--- config.mk ---
export PLATFORM = sky130hd
export DESIGN_NAME = otp_xor_sched_flat
export DESIGN_NICKNAME = d
export VERILOG_FILES = /design/src/rtl/otp_xor_sched_if.sv /design/src/rtl/otp_xor_sched.sv /design/src/flat_wrapper.sv
export SDC_FILE = /design/constraint.sdc
export NUM_CORES = 1
export LEC_CHECK = 0
export ABC_AREA = 0
export CELL_PAD_IN_SITES_DETAIL_PLACEMENT = 0
export CELL_PAD_IN_SITES_GLOBAL_PLACEMENT = 2
export CORE_UTILIZATION = 32
export CTS_BUF_LIST = sky130_fd_sc_hd__clkbuf_4 sky130_fd_sc_hd__clkbuf_8
export CTS_CLUSTER_SIZE = 12
export DETAILED_ROUTE_END_ITERATION = 16
export GPL_TIMING_DRIVEN = 0
export PLACE_DENSITY = 0.87
export SLEW_MARGIN = 20
export SYNTH_ARGS = -nofsm -noshare
export SYNTH_HDL_FRONTEND = slang
export SYNTH_SLANG_ARGS = --single-unit
export TNS_END_PERCENT = 1
--- constraint.sdc ---
create_clock -name iclk -period 3.35 [get_ports iclk]
set_input_delay 0.67 -clock iclk [delete_from_list [all_inputs] [get_ports iclk]]
set_output_delay 0.67 -clock iclk [all_outputs]
set_load 0.05 [all_outputs]
--- src/rtl/otp_xor_sched_if.sv ---
// Bundle of SD-ctrl level handshake, gamma-generator handshake and RAM ports
// for otp_xor_sched; slave = scheduler side, master = environment side.
interface otp_xor_sched_if #(
    parameter int ADDR_W  = 10,
    parameter int BLOCK_W = 64
);
    logic               igen;
    logic               inew;
    logic               oready;
    logic               ogamma_new;
    logic               ogamma_req;
    logic               igamma_valid;
    logic [BLOCK_W-1:0] igamma;
    logic [ADDR_W-1:0]  oraddr;
    logic [3:0]         irdata;
    logic [ADDR_W-1:0]  owaddr;
    logic [3:0]         owdata;
    logic               owe;

    modport slave (
        input  igen, inew, igamma_valid, igamma, irdata,
        output oready, ogamma_new, ogamma_req, oraddr, owaddr, owdata, owe
    );

    modport master (
        output igen, inew, igamma_valid, igamma, irdata,
        input  oready, ogamma_new, ogamma_req, oraddr, owaddr, owdata, owe
    );
endinterface

--- src/rtl/otp_xor_sched.sv ---
// Sector-wide XOR of receive-RAM nibbles with OTP blocks into the transmit RAM.
// Define OTP_SCHED_PREFETCH_EN to double-buffer the pad and remove REQ/WAIT gaps.
module otp_xor_sched #(
    parameter int ADDR_W  = 10,
    parameter int BLOCK_W = 64
) (
    input  logic           iclk,
    input  logic           irst,
    otp_xor_sched_if.slave bus
);
    localparam int NIB_PER_BLK = BLOCK_W / 4;
    localparam int NIB_W       = $clog2(NIB_PER_BLK);

    typedef enum logic [2:0] {
        S_IDLE,
        S_REQ,
        S_WAIT,
        S_RUN,
        S_FLUSH,
        S_DONE
    } state_t;

    state_t             state;
    logic [ADDR_W-1:0]  cnt;
    logic [ADDR_W-1:0]  waddr;
    logic [BLOCK_W-1:0] gbuf;
    logic [3:0]         gnib;
    logic               inew_d;
    logic               we;
    logic               ready;
    logic               gamma_new;
    logic               gamma_req;
    logic               blk_end;
    logic               sect_end;

    assign blk_end  = &cnt[NIB_W-1:0];
    assign sect_end = &cnt;

`ifdef OTP_SCHED_PREFETCH_EN
    logic [BLOCK_W-1:0] gnext;
    logic               gfull;
    logic               pend;
    logic               have_next;
    logic               last_blk;
    logic               next_last;

    assign have_next = gfull || (pend && bus.igamma_valid);
    assign last_blk  = &cnt[ADDR_W-1:NIB_W];
    assign next_last = (&cnt[ADDR_W-1:NIB_W+1]) && !cnt[NIB_W];
`endif

    always_ff @(posedge iclk) begin
        if (irst) begin
            state     <= S_IDLE;
            cnt       <= '0;
            waddr     <= '0;
            gbuf      <= '0;
            gnib      <= '0;
            inew_d    <= 1'b0;
            we        <= 1'b0;
            ready     <= 1'b0;
            gamma_new <= 1'b0;
            gamma_req <= 1'b0;
`ifdef OTP_SCHED_PREFETCH_EN
            gnext     <= '0;
            gfull     <= 1'b0;
            pend      <= 1'b0;
`endif
        end else begin
            inew_d    <= bus.inew;
            gamma_new <= 1'b0;
            gamma_req <= 1'b0;
            we        <= 1'b0;
`ifdef OTP_SCHED_PREFETCH_EN
            // Outstanding block landing outside WAIT goes to the spare buffer.
            if (pend && bus.igamma_valid && state != S_WAIT) begin
                gnext <= bus.igamma;
                gfull <= 1'b1;
                pend  <= 1'b0;
            end
`endif
            case (state)
                S_IDLE: begin
                    // IV reload wins over a simultaneous start so it precedes the first request.
                    if (bus.inew && !inew_d) begin
                        gamma_new <= 1'b1;
`ifdef OTP_SCHED_PREFETCH_EN
                    end else if (bus.igen && !pend) begin
                        gfull     <= 1'b0;
                        pend      <= 1'b1;
`else
                    end else if (bus.igen) begin
`endif
                        cnt       <= '0;
                        gamma_req <= 1'b1;
                        state     <= S_REQ;
                    end
                end
                S_REQ: state <= S_WAIT;
                S_WAIT: begin
                    if (bus.igamma_valid) begin
                        gbuf  <= bus.igamma;
                        state <= bus.igen ? S_RUN : S_IDLE;
`ifdef OTP_SCHED_PREFETCH_EN
                        pend  <= 1'b0;
                        if (bus.igen && !last_blk) begin
                            gamma_req <= 1'b1;
                            pend      <= 1'b1;
                        end
`endif
                    end
                end
                S_RUN: begin
                    cnt   <= cnt + 1'b1;
                    we    <= 1'b1;
                    waddr <= cnt;
                    gnib  <= gbuf[{cnt[NIB_W-1:0], 2'b00} +: 4];
                    if (blk_end) begin
                        if (sect_end) begin
                            state <= S_FLUSH;
                        end else if (!bus.igen) begin
                            state <= S_IDLE;
                        end else begin
`ifdef OTP_SCHED_PREFETCH_EN
                            if (have_next) begin
                                gbuf  <= gfull ? gnext : bus.igamma;
                                gfull <= 1'b0;
                                pend  <= 1'b0;
                                if (!next_last) begin
                                    gamma_req <= 1'b1;
                                    pend      <= 1'b1;
                                end
                            end else begin
                                state <= S_WAIT;
                            end
`else
                            gamma_req <= 1'b1;
                            state     <= S_REQ;
`endif
                        end
                    end
                end
                S_FLUSH: begin
                    ready <= 1'b1;
                    state <= S_DONE;
                end
                S_DONE: begin
                    if (!bus.igen) begin
                        ready <= 1'b0;
                        state <= S_IDLE;
                    end
                end
                default: state <= S_IDLE;
            endcase
        end
    end

    assign bus.oraddr     = cnt;
    assign bus.owaddr     = waddr;
    assign bus.owe        = we;
    assign bus.owdata     = we ? (bus.irdata ^ gnib) : 4'h0;
    assign bus.oready     = ready;
    assign bus.ogamma_new = gamma_new;
    assign bus.ogamma_req = gamma_req;
endmodule

--- src/flat_wrapper.sv ---
// flat-port wrapper written by rule: the top's interface ports become plain ports
module otp_xor_sched_flat 
#(
    parameter int ADDR_W  = 10,
    parameter int BLOCK_W = 64
)
  (iclk, irst, bus_igen, bus_inew, bus_igamma_valid, bus_igamma, bus_irdata, bus_oready, bus_ogamma_new, bus_ogamma_req, bus_oraddr, bus_owaddr, bus_owdata, bus_owe);
  otp_xor_sched_if #(.ADDR_W(ADDR_W), .BLOCK_W(BLOCK_W)) bus_i ();
  input  logic iclk;
  input  logic irst;
  input wire logic [$bits(bus_i.igen)-1:0] bus_igen;
  input wire logic [$bits(bus_i.inew)-1:0] bus_inew;
  input wire logic [$bits(bus_i.igamma_valid)-1:0] bus_igamma_valid;
  input wire logic [$bits(bus_i.igamma)-1:0] bus_igamma;
  input wire logic [$bits(bus_i.irdata)-1:0] bus_irdata;
  output wire logic [$bits(bus_i.oready)-1:0] bus_oready;
  output wire logic [$bits(bus_i.ogamma_new)-1:0] bus_ogamma_new;
  output wire logic [$bits(bus_i.ogamma_req)-1:0] bus_ogamma_req;
  output wire logic [$bits(bus_i.oraddr)-1:0] bus_oraddr;
  output wire logic [$bits(bus_i.owaddr)-1:0] bus_owaddr;
  output wire logic [$bits(bus_i.owdata)-1:0] bus_owdata;
  output wire logic [$bits(bus_i.owe)-1:0] bus_owe;
  assign bus_i.igen = bus_igen;
  assign bus_i.inew = bus_inew;
  assign bus_i.igamma_valid = bus_igamma_valid;
  assign bus_i.igamma = bus_igamma;
  assign bus_i.irdata = bus_irdata;
  assign bus_oready = bus_i.oready;
  assign bus_ogamma_new = bus_i.ogamma_new;
  assign bus_ogamma_req = bus_i.ogamma_req;
  assign bus_oraddr = bus_i.oraddr;
  assign bus_owaddr = bus_i.owaddr;
  assign bus_owdata = bus_i.owdata;
  assign bus_owe = bus_i.owe;
  otp_xor_sched #(.ADDR_W(ADDR_W), .BLOCK_W(BLOCK_W)) u_core (.iclk(iclk), .irst(irst), .bus(bus_i));
endmodule
==> metrics.yaml <==
cts_buffers: 9
first_global_vias: 3522
switching_share: 0.237
critical_path.slowest_cell: "clkdlybuf4s50_1"
clkTransAtPathRegs_ns: 0.08
num_rows: 41
drt_iter0_markers: 195
drc: 0
synth_cell_types: 44
die-area_um2: 13400
grt_usage: 0.185
dr_total_vias: 3664
crit_chain: "clkdlybuf4s50_1 > xor2_1 > and2_1 > clkdlybuf4s50_1"
cts.repair.resized: 0
grt_overflow: 0
cap_violations: 0
crit_family: "buffers and inverters"
syn-instance-count: 474
setup_slack_ns: 0.375
io_buffer_count: 98
firstDrtPassIters: 6
yosysTopAreaCellShare: 0.465
io_pins: 101
final_layout_size_suffix_gt1_frac: 0.0596
end_kind: "output pin"
grt_start_max_net_pins: 15
synth_edf_count: 0
synth-seq-area-share: 0.465
dp_hpwl_mm: 8.96
outcome: "finished, final reports clean"
clk_path_buf_depth: 2
routedWlPerCell_um: 15.6
async_flop_share: 0
ys_ff_latch: 96
path_max_fanout: 1
synthesis.nets: 548
syn_to_final_growth_pct: 33.7
worst_pin_slew_ns: 0.765
finalCoreUtilization: 0.437
nNetsFinal: 657
dp_slack_ns: 0.367
grt_antenna_before_repair: 0
synth_area_per_cell_um2: 8.71
fin_crit_ns: 2.97
core_area_um2: 12600
synth_area_leader_cell: "dfxtp_1"
synth_top_flop_cell: "dfxtp_1"
combPwrFrac: 0.101
p_sw_mw: 0.514
p_leak_nw: 1.86
p_int_mw: 1.66
nFillCells: 1294
arrival_ns: 2.30
setup_violations: 0
grt_first_pass_wirelength_mm: 18.5
critPathMaxStageDelay_ns: 0.80
synth.most_common_cell: "nand2_1"
ys_top_cells_by_area: "dfxtp_1 (47%), nand2_1 (15%), a21oi_1 (10%)"
hold_buffers: 0
routed_wl_mm: 11.8
peakVddDrop_mv: 0.162
pwr-share-clk: 0.356
rsz0062_at_grt: "no"
cts_root_buf: "clkbuf_8"
via_per_inst: 4.83
clock.fmax_mhz: 336
cts_tree: "built"
clock-sinks: 96
post_cts_buffers: 0
fp.dieH_um: 116
worst-setup-path-type: "primary input to output pin"
critPathLaunchType: "primary input"
cp_common_cell: "clkdlybuf4s50_1"
seqPwrFrac: 0.542
setup_tns_ns: 0
die_w_um: 116
synth_area_um2: 4130
min_path_type: "flop to flop"
post_dp_cell_area_um2: 5330
cts_max_level: 3
skew_ns: 0.00602
final_area_um2: 5520
start_util: 0.327
hold_viol_final: 0
maxSlewViolCount: 0
gp_congestion: 0.832
diodes: 0
power_density_nw_per_um2: 393
postRouteAntennaNets: 0
crit_buf_inv: 2
cp.required_ns: 2.68
ys_warn_count: 0
post-route-period-util: 0.888
synth_common_cells: "nand2_1 (165), dfxtp_1 (96), a21oi_1 (83), clkbuf_1 (22), mux4_1 (12)"
clk_latency_ns: 0.36
slew-limit-headroom: 0.483
==> cells in the final DEF, fill, tap and decap left out, types with 2 or more instances in the layout <==
cell type / count
nor2_1: 5
nor2b_1: 5
or4_1: 3
clkbuf_1: 22
and3_1: 3
o31ai_1: 3
nand2b_1: 3
buf_1: 5
a21boi_1: 3
o21ai_1: 2
nand2_1: 165
nand4_1: 4
buf_6: 2
a21oi_1: 83
mux4_1: 12
clkdlybuf4s50_1: 98
clkbuf_8: 10
clkbuf_4: 2
mux4_2: 8
nand3_1: 4
and2_1: 6
xnor2_1: 3
nand3b_1: 2
dfxtp_1: 96
inv_1: 4
buf_2: 6
xor2_1: 5
==> worst register-to-register path: cells and delay by family (launching register included) <==
| family | cells | cell delay, ns |
|---|---|---|
| DFF | 1 | 0.45 |
| and+or+nand+nor | 1 | 0.09 |
| AOI/OAI and AO/OA | 1 | 0.06 |
| buffers and inverters | 1 | 0.49 |
| muxes | 2 | 0.92 |
==> power groups by stage <==
stage / registers [mW] / clock network (mW) / logic, mW
floorplan: 1.20 / 0 / 0.0910
global placement: 1.20 / 0 / 0.220
detailed placement: 1.20 / 0 / 0.221
CTS: 1.18 / 0.786 / 0.222
global route: 1.18 / 0.833 / 0.238
finish: 1.18 / 0.773 / 0.220
==> cells by family after synthesis <==
family / count (synthesis) / synth area share
AND/OR/NAND/NOR: 206 / 0.212
flip-flops: 96 / 0.465
adder cells (fa/ha/maj): 1 / 0.00303
XOR/XNOR: 8 / 0.0170
AO/OA/AOI/OAI: 102 / 0.138
multiplexers: 21 / 0.122
buffers and inverters: 40 / 0.0418
==> path summary, 6_finish.rpt <==
check,from,endpoint,slack (ns),cells after the start
hold / removal,u_core.bus.owaddr[5],u_core.bus.owaddr[5],0.46,2
setup / recovery,bus_irdata[1],bus_owdata[1],0.38,4
hold reg to reg,u_core.bus.owaddr[5],u_core.bus.owaddr[5],0.46,2
setup reg to reg,u_core.bus.oraddr[3],u_core.gnib[2],1.23,5
==> per-stage QoR <==
stage / cells / total power, mW / hold WS (ns)
finish: 759 / 2.17 / 0.456
global route: 759 / 2.25 / 0.472
CTS: 759 / 2.18 / 0.458
detailed placement: 744 / 1.42 / 0.446
global placement: 744 / 1.42 / 0.437
floorplan: 474 / 1.30 / 0.432
==> layer usage <==
metal / vias up / global-route usage / wire length, um / share of wire
met4: 0 / 0.0589 / 103 / 0.0087
met2: 104 / 0.318 / 5680 / 0.48
li1: 1848 / - / - / -
met5: - / 0 / 0 / 0
met3: 9 / 0.0288 / 555 / 0.047
met1: 1703 / 0.237 / 5480 / 0.46
==> state kept, by name, indices dropped and copies added, names as in the netlist, 3 cells and up <==
name / flops
u_core.state: 3
u_core.gnib: 4
u_core.bus.oraddr: 10
u_core.gbuf: 64
u_core.bus.owaddr: 10
==> final cells by class <==
type / count / area [um2] / area share
Buffer: 35 / 154 / 0.0279
Clock buffer: 12 / 153 / 0.0277
Clock inverter: 3 / 42.5 / 0.00771
Inverter: 5 / 18.8 / 0.00340
Multi-Input combinational cell: 338 / 2030 / 0.369
Sequential cell: 96 / 1920 / 0.348
Tap cell: 172 / 215 / 0.0390
Timing Repair Buffer: 98 / 981 / 0.178
Note: power is estimated with default switching activity, not from simulation.
